[config.mk]
export PLATFORM = sky130hd
export DESIGN_NAME = issue_prf_wb_arbiter
export DESIGN_NICKNAME = d
export VERILOG_FILES = /design/src/rtl/issue_prf_wb_arbiter.sv
export SDC_FILE = /design/constraint.sdc
export NUM_CORES = 1
export LEC_CHECK = 0
export CORE_UTILIZATION = 32
export DETAILED_ROUTE_END_ITERATION = 8
export PLACE_DENSITY = 0.62
export SLEW_MARGIN = 20
export SYNTH_ARGS = -nofsm -noshare
export SYNTH_HDL_FRONTEND = slang
export SYNTH_SLANG_ARGS = --single-unit
[constraint.sdc]
create_clock -name clk -period 13.5 [get_ports clk]
set_input_delay 2.025 -clock clk [delete_from_list [all_inputs] [get_ports clk]]
set_output_delay 2.025 -clock clk [all_outputs]
set_load 0.01 [all_outputs]
[src/rtl/issue_prf_wb_arbiter.sv]
// Writeback arbiter: three result sources, each buffered in a 2-deep FIFO,
// round-robin granted onto the single PRF write port with a wakeup copy.
// Ports:
//   clk, reset (sync, active-high), flush
//   srcN_valid/srcN_ready/srcN_dst/srcN_data  source N result handshake (N=0..2)
//   prf_addr/prf_we/prf_din                   registered PRF write port
//   wakeup_valid/wakeup_dst                   copies of prf_we/prf_addr
module issue_prf_wb_arbiter (
  input  logic        clk,
  input  logic        reset,
  input  logic        flush,
  input  logic        src0_valid,
  output logic        src0_ready,
  input  logic [5:0]  src0_dst,
  input  logic [63:0] src0_data,
  input  logic        src1_valid,
  output logic        src1_ready,
  input  logic [5:0]  src1_dst,
  input  logic [63:0] src1_data,
  input  logic        src2_valid,
  output logic        src2_ready,
  input  logic [5:0]  src2_dst,
  input  logic [63:0] src2_data,
  output logic [5:0]  prf_addr,
  output logic        prf_we,
  output logic [63:0] prf_din,
  output logic        wakeup_valid,
  output logic [5:0]  wakeup_dst
);

  typedef struct packed {
    logic [5:0]  dst;
    logic [63:0] data;
  } wb_t;

  wb_t [1:0]       mem_q [3];
  wb_t             in_s  [3];
  wb_t             head  [3];
  logic [2:0]      vld;
  logic [2:0]      rdy;
  logic [2:0]      push;
  logic [2:0]      pop;
  logic [2:0]      nempty;

  logic [2:0][1:0] cnt_q, cnt_d;
  logic [2:0]      wptr_q, wptr_d;
  logic [2:0]      rptr_q, rptr_d;
  logic [1:0]      rr_q, rr_d;
  logic            we_q, we_d;
  logic [5:0]      addr_q, addr_d;
  logic [63:0]     din_q, din_d;

  logic            win_vld;
  logic [1:0]      win;
  logic [1:0]      idx;

  function automatic logic [1:0] inc3(input logic [1:0] v);
    return (v == 2'd2) ? 2'd0 : v + 2'd1;
  endfunction

  assign in_s[0] = {src0_dst, src0_data};
  assign in_s[1] = {src1_dst, src1_data};
  assign in_s[2] = {src2_dst, src2_data};
  assign vld     = {src2_valid, src1_valid, src0_valid};

  assign src0_ready = rdy[0];
  assign src1_ready = rdy[1];
  assign src2_ready = rdy[2];

  // Ready looks only at the registered count, so a pop in the same
  // cycle never re-opens a full FIFO.
  always_comb begin
    rdy    = '0;
    nempty = '0;
    for (int i = 0; i < 3; i++) begin
      rdy[i]    = !reset && (cnt_q[i] < 2'd2);
      nempty[i] = (cnt_q[i] != 2'd0);
      head[i]   = mem_q[i][rptr_q[i]];
    end
  end

  // First non-empty FIFO at or after rr_q, wrapping mod 3.
  always_comb begin
    win_vld = 1'b0;
    win     = 2'd0;
    idx     = rr_q;
    for (int k = 0; k < 3; k++) begin
      if (!win_vld && nempty[idx]) begin
        win_vld = 1'b1;
        win     = idx;
      end
      idx = inc3(idx);
    end
  end

  always_comb begin
    push   = '0;
    pop    = '0;
    cnt_d  = cnt_q;
    wptr_d = wptr_q;
    rptr_d = rptr_q;
    rr_d   = rr_q;
    we_d   = 1'b0;
    addr_d = addr_q;
    din_d  = din_q;
    if (flush) begin
      cnt_d  = '0;
      wptr_d = '0;
      rptr_d = '0;
    end else begin
      for (int i = 0; i < 3; i++) begin
        push[i] = vld[i] && rdy[i];
        pop[i]  = win_vld && (win == 2'(i));
        if (push[i]) wptr_d[i] = ~wptr_q[i];
        if (pop[i])  rptr_d[i] = ~rptr_q[i];
        cnt_d[i] = cnt_q[i] + {1'b0, push[i]} - {1'b0, pop[i]};
      end
      if (win_vld) begin
        we_d   = 1'b1;
        addr_d = head[win].dst;
        din_d  = head[win].data;
        rr_d   = inc3(win);
      end
    end
  end

  always_ff @(posedge clk) begin
    if (reset) begin
      cnt_q  <= '0;
      wptr_q <= '0;
      rptr_q <= '0;
      rr_q   <= 2'd0;
      we_q   <= 1'b0;
      addr_q <= '0;
      din_q  <= '0;
    end else begin
      cnt_q  <= cnt_d;
      wptr_q <= wptr_d;
      rptr_q <= rptr_d;
      rr_q   <= rr_d;
      we_q   <= we_d;
      addr_q <= addr_d;
      din_q  <= din_d;
    end
  end

  // Storage needs no reset; push is already gated by reset and flush.
  always_ff @(posedge clk) begin
    for (int i = 0; i < 3; i++) begin
      if (push[i]) mem_q[i][wptr_q[i]] <= in_s[i];
    end
  end

  assign prf_we       = we_q;
  assign prf_addr     = addr_q;
  assign prf_din      = din_q;
  assign wakeup_valid = we_q;
  assign wakeup_dst   = addr_q;

endmodule

**After elaboration in Yosys (flattened, before gate mapping)**

Memory sizes are Yosys's and may differ from the RTL's.
Cells that the tools add are included.

- Add/sub/neg operators: 9
- Multiply operators: 0
- Div/mod/pow operators: 0
- Magnitude comparators: 16
- Equality and inequality tests: 4
- Shifts and indexed selects: 0
- Mux-type cells: 38
- Bitwise logic cells: 8
- Reduce and logical (&&, ||, !) cells: 23

Operators with widths:

| operator | number |
|---|---|
| two-way mux 70 bit | 11 |
| two-way mux 140 bit | 3 |
| demux 70 bit (select 1 bit) | 3 |
| binary-select mux 70 bit (select 2 bit) | 1 |
| logical AND 1 bit | 14 |
| < comparator 1 x 2 -> 1 bit (second input constant) | 6 |
| two-way mux 2 bit | 6 |
| two-way mux 1 bit | 10 |
| < comparator 2 x 3 -> 1 bit (second input constant) | 3 |
| inverter 1 bit | 7 |
| adder 2 x 1 -> 2 bit | 3 |
| adder 2 x 1 -> 2 bit (second input constant) | 3 |
| binary-select mux 1 bit (select 2 bit) | 3 |
| equality test 2 bit (second input constant) | 3 |
| < comparator 2 bit (second input constant) | 3 |
| nonzero test 2 bit | 3 |
| subtractor 2 x 1 -> 2 bit | 3 |
| >= comparator 1 bit (second input constant) | 3 |
| >= comparator 3 bit (second input constant) | 1 |
| logical NOT 1 bit | 3 |
| two-way mux 3 bit | 1 |
| inverter 2 -> 3 bit | 1 |
| equality test 2 x 1 -> 1 bit (second input constant) | 1 |
| logical NOT 2 bit | 1 |
| 2 further kinds | 2 |

- Flip-flop bits (word level): 85
- Bits in latches: 0
- RAM bits: 420
- ROM bits: 0
- Input port bits: 216
- Output and inout port bits: 81
- Word-level logic and storage cells: 112
- Memories kept: 1

Memories:

| name | words | bits a word | read ports | clocked after Yosys merged registers in | wr ports | line | source |
|---|---|---|---|---|---|---|---|
| mem_q | 3 | 140 | 3 | 0 | 3 | 36 | `wb_t [1:0] mem_q [3];` |

**Logic depth before layout (Yosys ltp)**

- Word-level depth: 14
- Depth in mapped cells: 12
- Gate-level depth less buffers: 10

**Worst setup path after synthesis**

OpenSTA, ideal clock, no wires.

- Kind: input to register
- From: input reset
- To: memory mem_q[0][210] (netlist name), enable pin
- Library setup time: 0.599 ns
- Data arrival time: 7.672 ns
- Required time: 12.901 ns
- Path slack: 5.229 ns
- Cell stages on the path: 4
- Buffers on the path: 1
- Path through: clkbuf_1 nor2_1 nand2_1 nor3b_1

RTL lines:

| item | line | source |
|---|---|---|
| start: declaration | 10 | `input logic reset,` |
| end: declaration | 36 |  |

**Worst setup path after layout**

- From: input reset
- To: output src0_ready

- Longest elaborated chain between the ends: 2

RTL lines:

| item | line | source |
|---|---|---|
| logical NOT 1 bit | 76 | `rdy[i] = !reset && (cnt_q[i] < 2'd2);` |
| logical AND 1 bit | 76 |  |
| end: declaration | 13 | `output logic src0_ready,` |

No other way between the ends.

==> results.yml <==
setup_path:
  ff2ff_path_depth: 10
  crit_path_end_kind: "output pin"
  regToRegSetupSlack_ns: 10.30
  crit_path_top_delay_cell: "buf_4"
  path_max_fanout: 79
  cp_slowest_stage_delay_ns: 0.80
  crit_chain: "buf_4, nor2_1, clkdlybuf4s50_1"
  timing.rr.start: "rr_q[1]"
  worstPathRequired_ns: 11.48
  crit_buf_inv: 2
  cp_top_family: "buffers and inverters"
  r2r-end: "cnt_q[3]"
  cp.arrival_ns: 3.51
  cp-start-kind: "input port"
  critPathKind: "input port to output pin"
cts:
  clkTransAtPathRegs_ns: 0.06
  post-cts-setup-buffers: 0
  insertion_delay_ns: 0.60
  clock-sinks: 505
  cts_resized: 0
  cts_tree: "done"
  cts_hold_buf: 0
  cts_buffers: 56
  cts_buffer_depth: 3
  htreeDepth: 2
  cts-root-buf: "clkbuf_16"
logic_synthesis:
  netlist_area_um2: 19700
  syn_inst: 1242
  yosysSeqAreaShare_pct: 72.5
  synth_seq_cells: 505
  syn_avg_cell_area_um2: 15.9
  synth.distinct_cells: 34
  synth_fp_nets: 1464
  ys_warn_count: 0
power_and_ir_drop:
  p_leak_nw: 8.11
  p_comb_share_pct: 21.3
  internal_power_w: 0.00314
  p_switching_w: 0.00120
  power_w: 0.00434
  vdd_drop_max_uv: 147
  pwr_density_cell_nw_per_um2: 171
  seqPwrFrac_pct: 43.2
  p_clk_share_pct: 35.5
  sw_frac_of_total_pct: 27.7
timing:
  setup_viol_count_final: 0
  period_share_pct: 41.0
  slew_viol_final: 0
  rsz0062_at_grt: "no"
  timing.hold.ws_ns: 0.500
  setup_tns_ns: 0
  hold_violations: 0
  worst_slew_pin_slew_ns: 1.11
  fmax_mhz: 181
  skew_ns: 0.0265
  fin_crit_ns: 5.53
  relSlewSlack_pct: 25.7
routing:
  vias_per_cell: 5.05
  wl_mm: 54.4
  detail_route.wl_per_cell_um: 23.2
  drc: 0
  drtIter0Drc: 662
  vias: 11800
  ant_nets: 0
  first_pass_iters: 5
placement:
  dp_cells: 2238
  port_buffers: 296
  place.gp.congestion: 0.737
  dp_hpwl_mm: 32.6
worst_hold_path:
  holdCritStartpoint: "prf_din[37]"
  hold_end: "prf_din[37]"
  min_delay_path_depth: 2
  hp-class: "flip-flop to flip-flop"
finish:
  nets: 1736
  instances_no_fill: 2346
  postLayoutCoreUtil_pct: 41.9
  area_growth_pct: 28.8
  final_layout_size_suffix_gt1_share_pct: 21.7
global_routing:
  grt_overflow: 0
  grt.total_usage_pct: 17.3
  grt_pass1_wl_mm: 80.7
  grt_max_degree: 80
  grt_pass1_vias: 12600
  antenna_found_initial: 8
floorplan:
  rows: 90
  io_pins: 297
  die_h_um: 250
  dieWidth_um: 250
  core_area_um2: 60700
  die_area_um2: 62700
  start_util_pct: 32.5
status:
  status: "finished, final reports clean"
job:
  drv_cap: 0
==> cells in the mapped netlist <==
| master | instances | area [um2] |
|---|---|---|
| a31oi_2 | 1 | 12.5 |
| a21oi_1 | 74 | 370 |
| buf_2 | 32 | 160 |
| nand2_1 | 6 | 22.5 |
| mux2_2 | 210 | 2360 |
| o211ai_1 | 71 | 533 |
| a21o_1 | 2 | 15.0 |
| o21ai_0 | 2 | 10.0 |
| or2_2 | 3 | 18.8 |
| a21oi_2 | 1 | 8.76 |
| a311oi_1 | 70 | 613 |
| a211oi_2 | 1 | 12.5 |
| xor2_1 | 6 | 52.6 |
| or3_1 | 2 | 12.5 |
| nand3_1 | 71 | 355 |
| xnor2_1 | 4 | 35.0 |
| mux2i_1 | 1 | 10.0 |
| clkbuf_1 | 61 | 229 |
| inv_2 | 1 | 3.75 |
| buf_1 | 1 | 3.75 |
| o2bb2ai_1 | 1 | 8.76 |
| o221ai_4 | 1 | 26.3 |
| dfxtp_1 | 85 | 1700 |
| edfxtp_1 | 420 | 12600 |
| nor3_1 | 3 | 15.0 |
| ha_1 | 6 | 75.1 |
| buf_4 | 9 | 67.6 |
| nor2_1 | 85 | 319 |
| a2bb2oi_1 | 1 | 8.76 |
| and2_1 | 3 | 18.8 |
| and3_1 | 1 | 6.26 |
| a31o_2 | 1 | 8.76 |
| nor3b_1 | 3 | 22.5 |
| inv_1 | 3 | 11.3 |
==> layout make-up <==
cell class              instances  area [um2]
fillers                      5455       35300
flip-flops and latches        505       14300
multi-input cells             630        5040
repair buffers                317        3170
clock buffers                  81        1610
well taps                     782         978
clock inverters                21         275
inverters                       4        16.3
diodes                          6        15.0
==> metal layers <==
layer / vias up / GRT usage, % / share of wire (%)
met5: - / 0 / 0.086
li1: 5426 / - / -
met1: 5991 / 21.7 / 42
met4: 6 / 5.85 / 2.2
met2: 340 / 29.8 / 50
met3: 85 / 3.43 / 5.0
==> registers in the layout, summed over array words and instances (netlist names) <==
register  cells
prf_we        1
wptr_q        3
rptr_q        3
prf_din      64
mem_q       420
prf_addr      6
rr_q          2
cnt_q         6
==> power groups by stage <==
stage	Clock (W)	Combinational, W	Sequential [W]
floorplan	0	0.000489	0.00190
global placement	0	0.000899	0.00191
detailed placement	0	0.000934	0.00191
CTS	0.00158	0.000937	0.00188
global route	0.00164	0.000996	0.00189
finish	0.00154	0.000925	0.00187
==> worst min-delay path, stage by stage, from the launching register on <==
cell and delay (ns):
dfxtp_1 0.31, nor2_1 0.09, a311oi_1 0.05
==> kinds of logic (layout without fill, tap and decap cells) <==
logic type	count (synthesis)	count (layout)	synth area share (%)
flops	505	505	72.5
compound gates	226	226	8.24
mux	211	211	12.0
simple gates	177	177	4.00
buf+inv	107	423	2.41
xor+xnor	10	10	0.444
fa+ha+maj	6	6	0.380
other cells	0	6	0
==> per-stage QoR <==
stage          area, um2  setup WS (ns)
6_report           25400           7.97
5_1_grt            25400           7.89
4_1_cts            25400           7.92
3_5_place_dp       23500           7.92
3_3_place_gp       23500           7.92
2_1_floorplan      19700           5.23
==> worst max path at each step <==
| stage | start | to | slack, ns | depth (start not counted) |
|---|---|---|---|---|
| after floorplan | reset | mem_q[0][210] | 5.23 | 4 |
| after global placement | reset | src2_ready | 7.92 | 3 |
| after detailed placement | reset | src0_ready | 7.92 | 3 |
| after CTS | reset | src0_ready | 7.92 | 3 |
| after global routing | reset | src1_ready | 7.89 | 3 |
| final | reset | src0_ready | 7.97 | 3 |
==> layout by cell type, fill, tap and decap left out, drive strengths merged <==
| cell type | Yosys | layout |
|---|---|---|
| and3 | 1 | 1 |
| mux2i | 1 | 1 |
| o2bb2ai | 1 | 1 |
| buf | 42 | 22 |
| a211oi | 1 | 1 |
| mux2 | 210 | 210 |
| a21oi | 75 | 75 |
| nor3 | 3 | 3 |
| clkinv | 0 | 11 |
| o211ai | 71 | 71 |
| nand3 | 71 | 71 |
| bufinv | 0 | 6 |
| a31o | 1 | 1 |
| or2 | 3 | 3 |
| a21o | 2 | 2 |
| or3 | 2 | 2 |
| dfxtp | 85 | 85 |
| clkinvlp | 0 | 3 |
| inv | 4 | 5 |
| edfxtp | 420 | 420 |
| and2 | 3 | 3 |
| o21ai | 2 | 2 |
| nor2 | 85 | 85 |
| a2bb2oi | 1 | 1 |
| diode | 0 | 6 |
| ha | 6 | 6 |
| o221ai | 1 | 1 |
| clkbuf | 61 | 81 |
| nor3b | 3 | 3 |
| nand2 | 6 | 6 |
| xnor2 | 4 | 4 |
| clkdlybuf4s50 | 0 | 295 |
| a31oi | 1 | 1 |
| a311oi | 70 | 70 |
| xor2 | 6 | 6 |
Power figures use the tool's default switching activity.
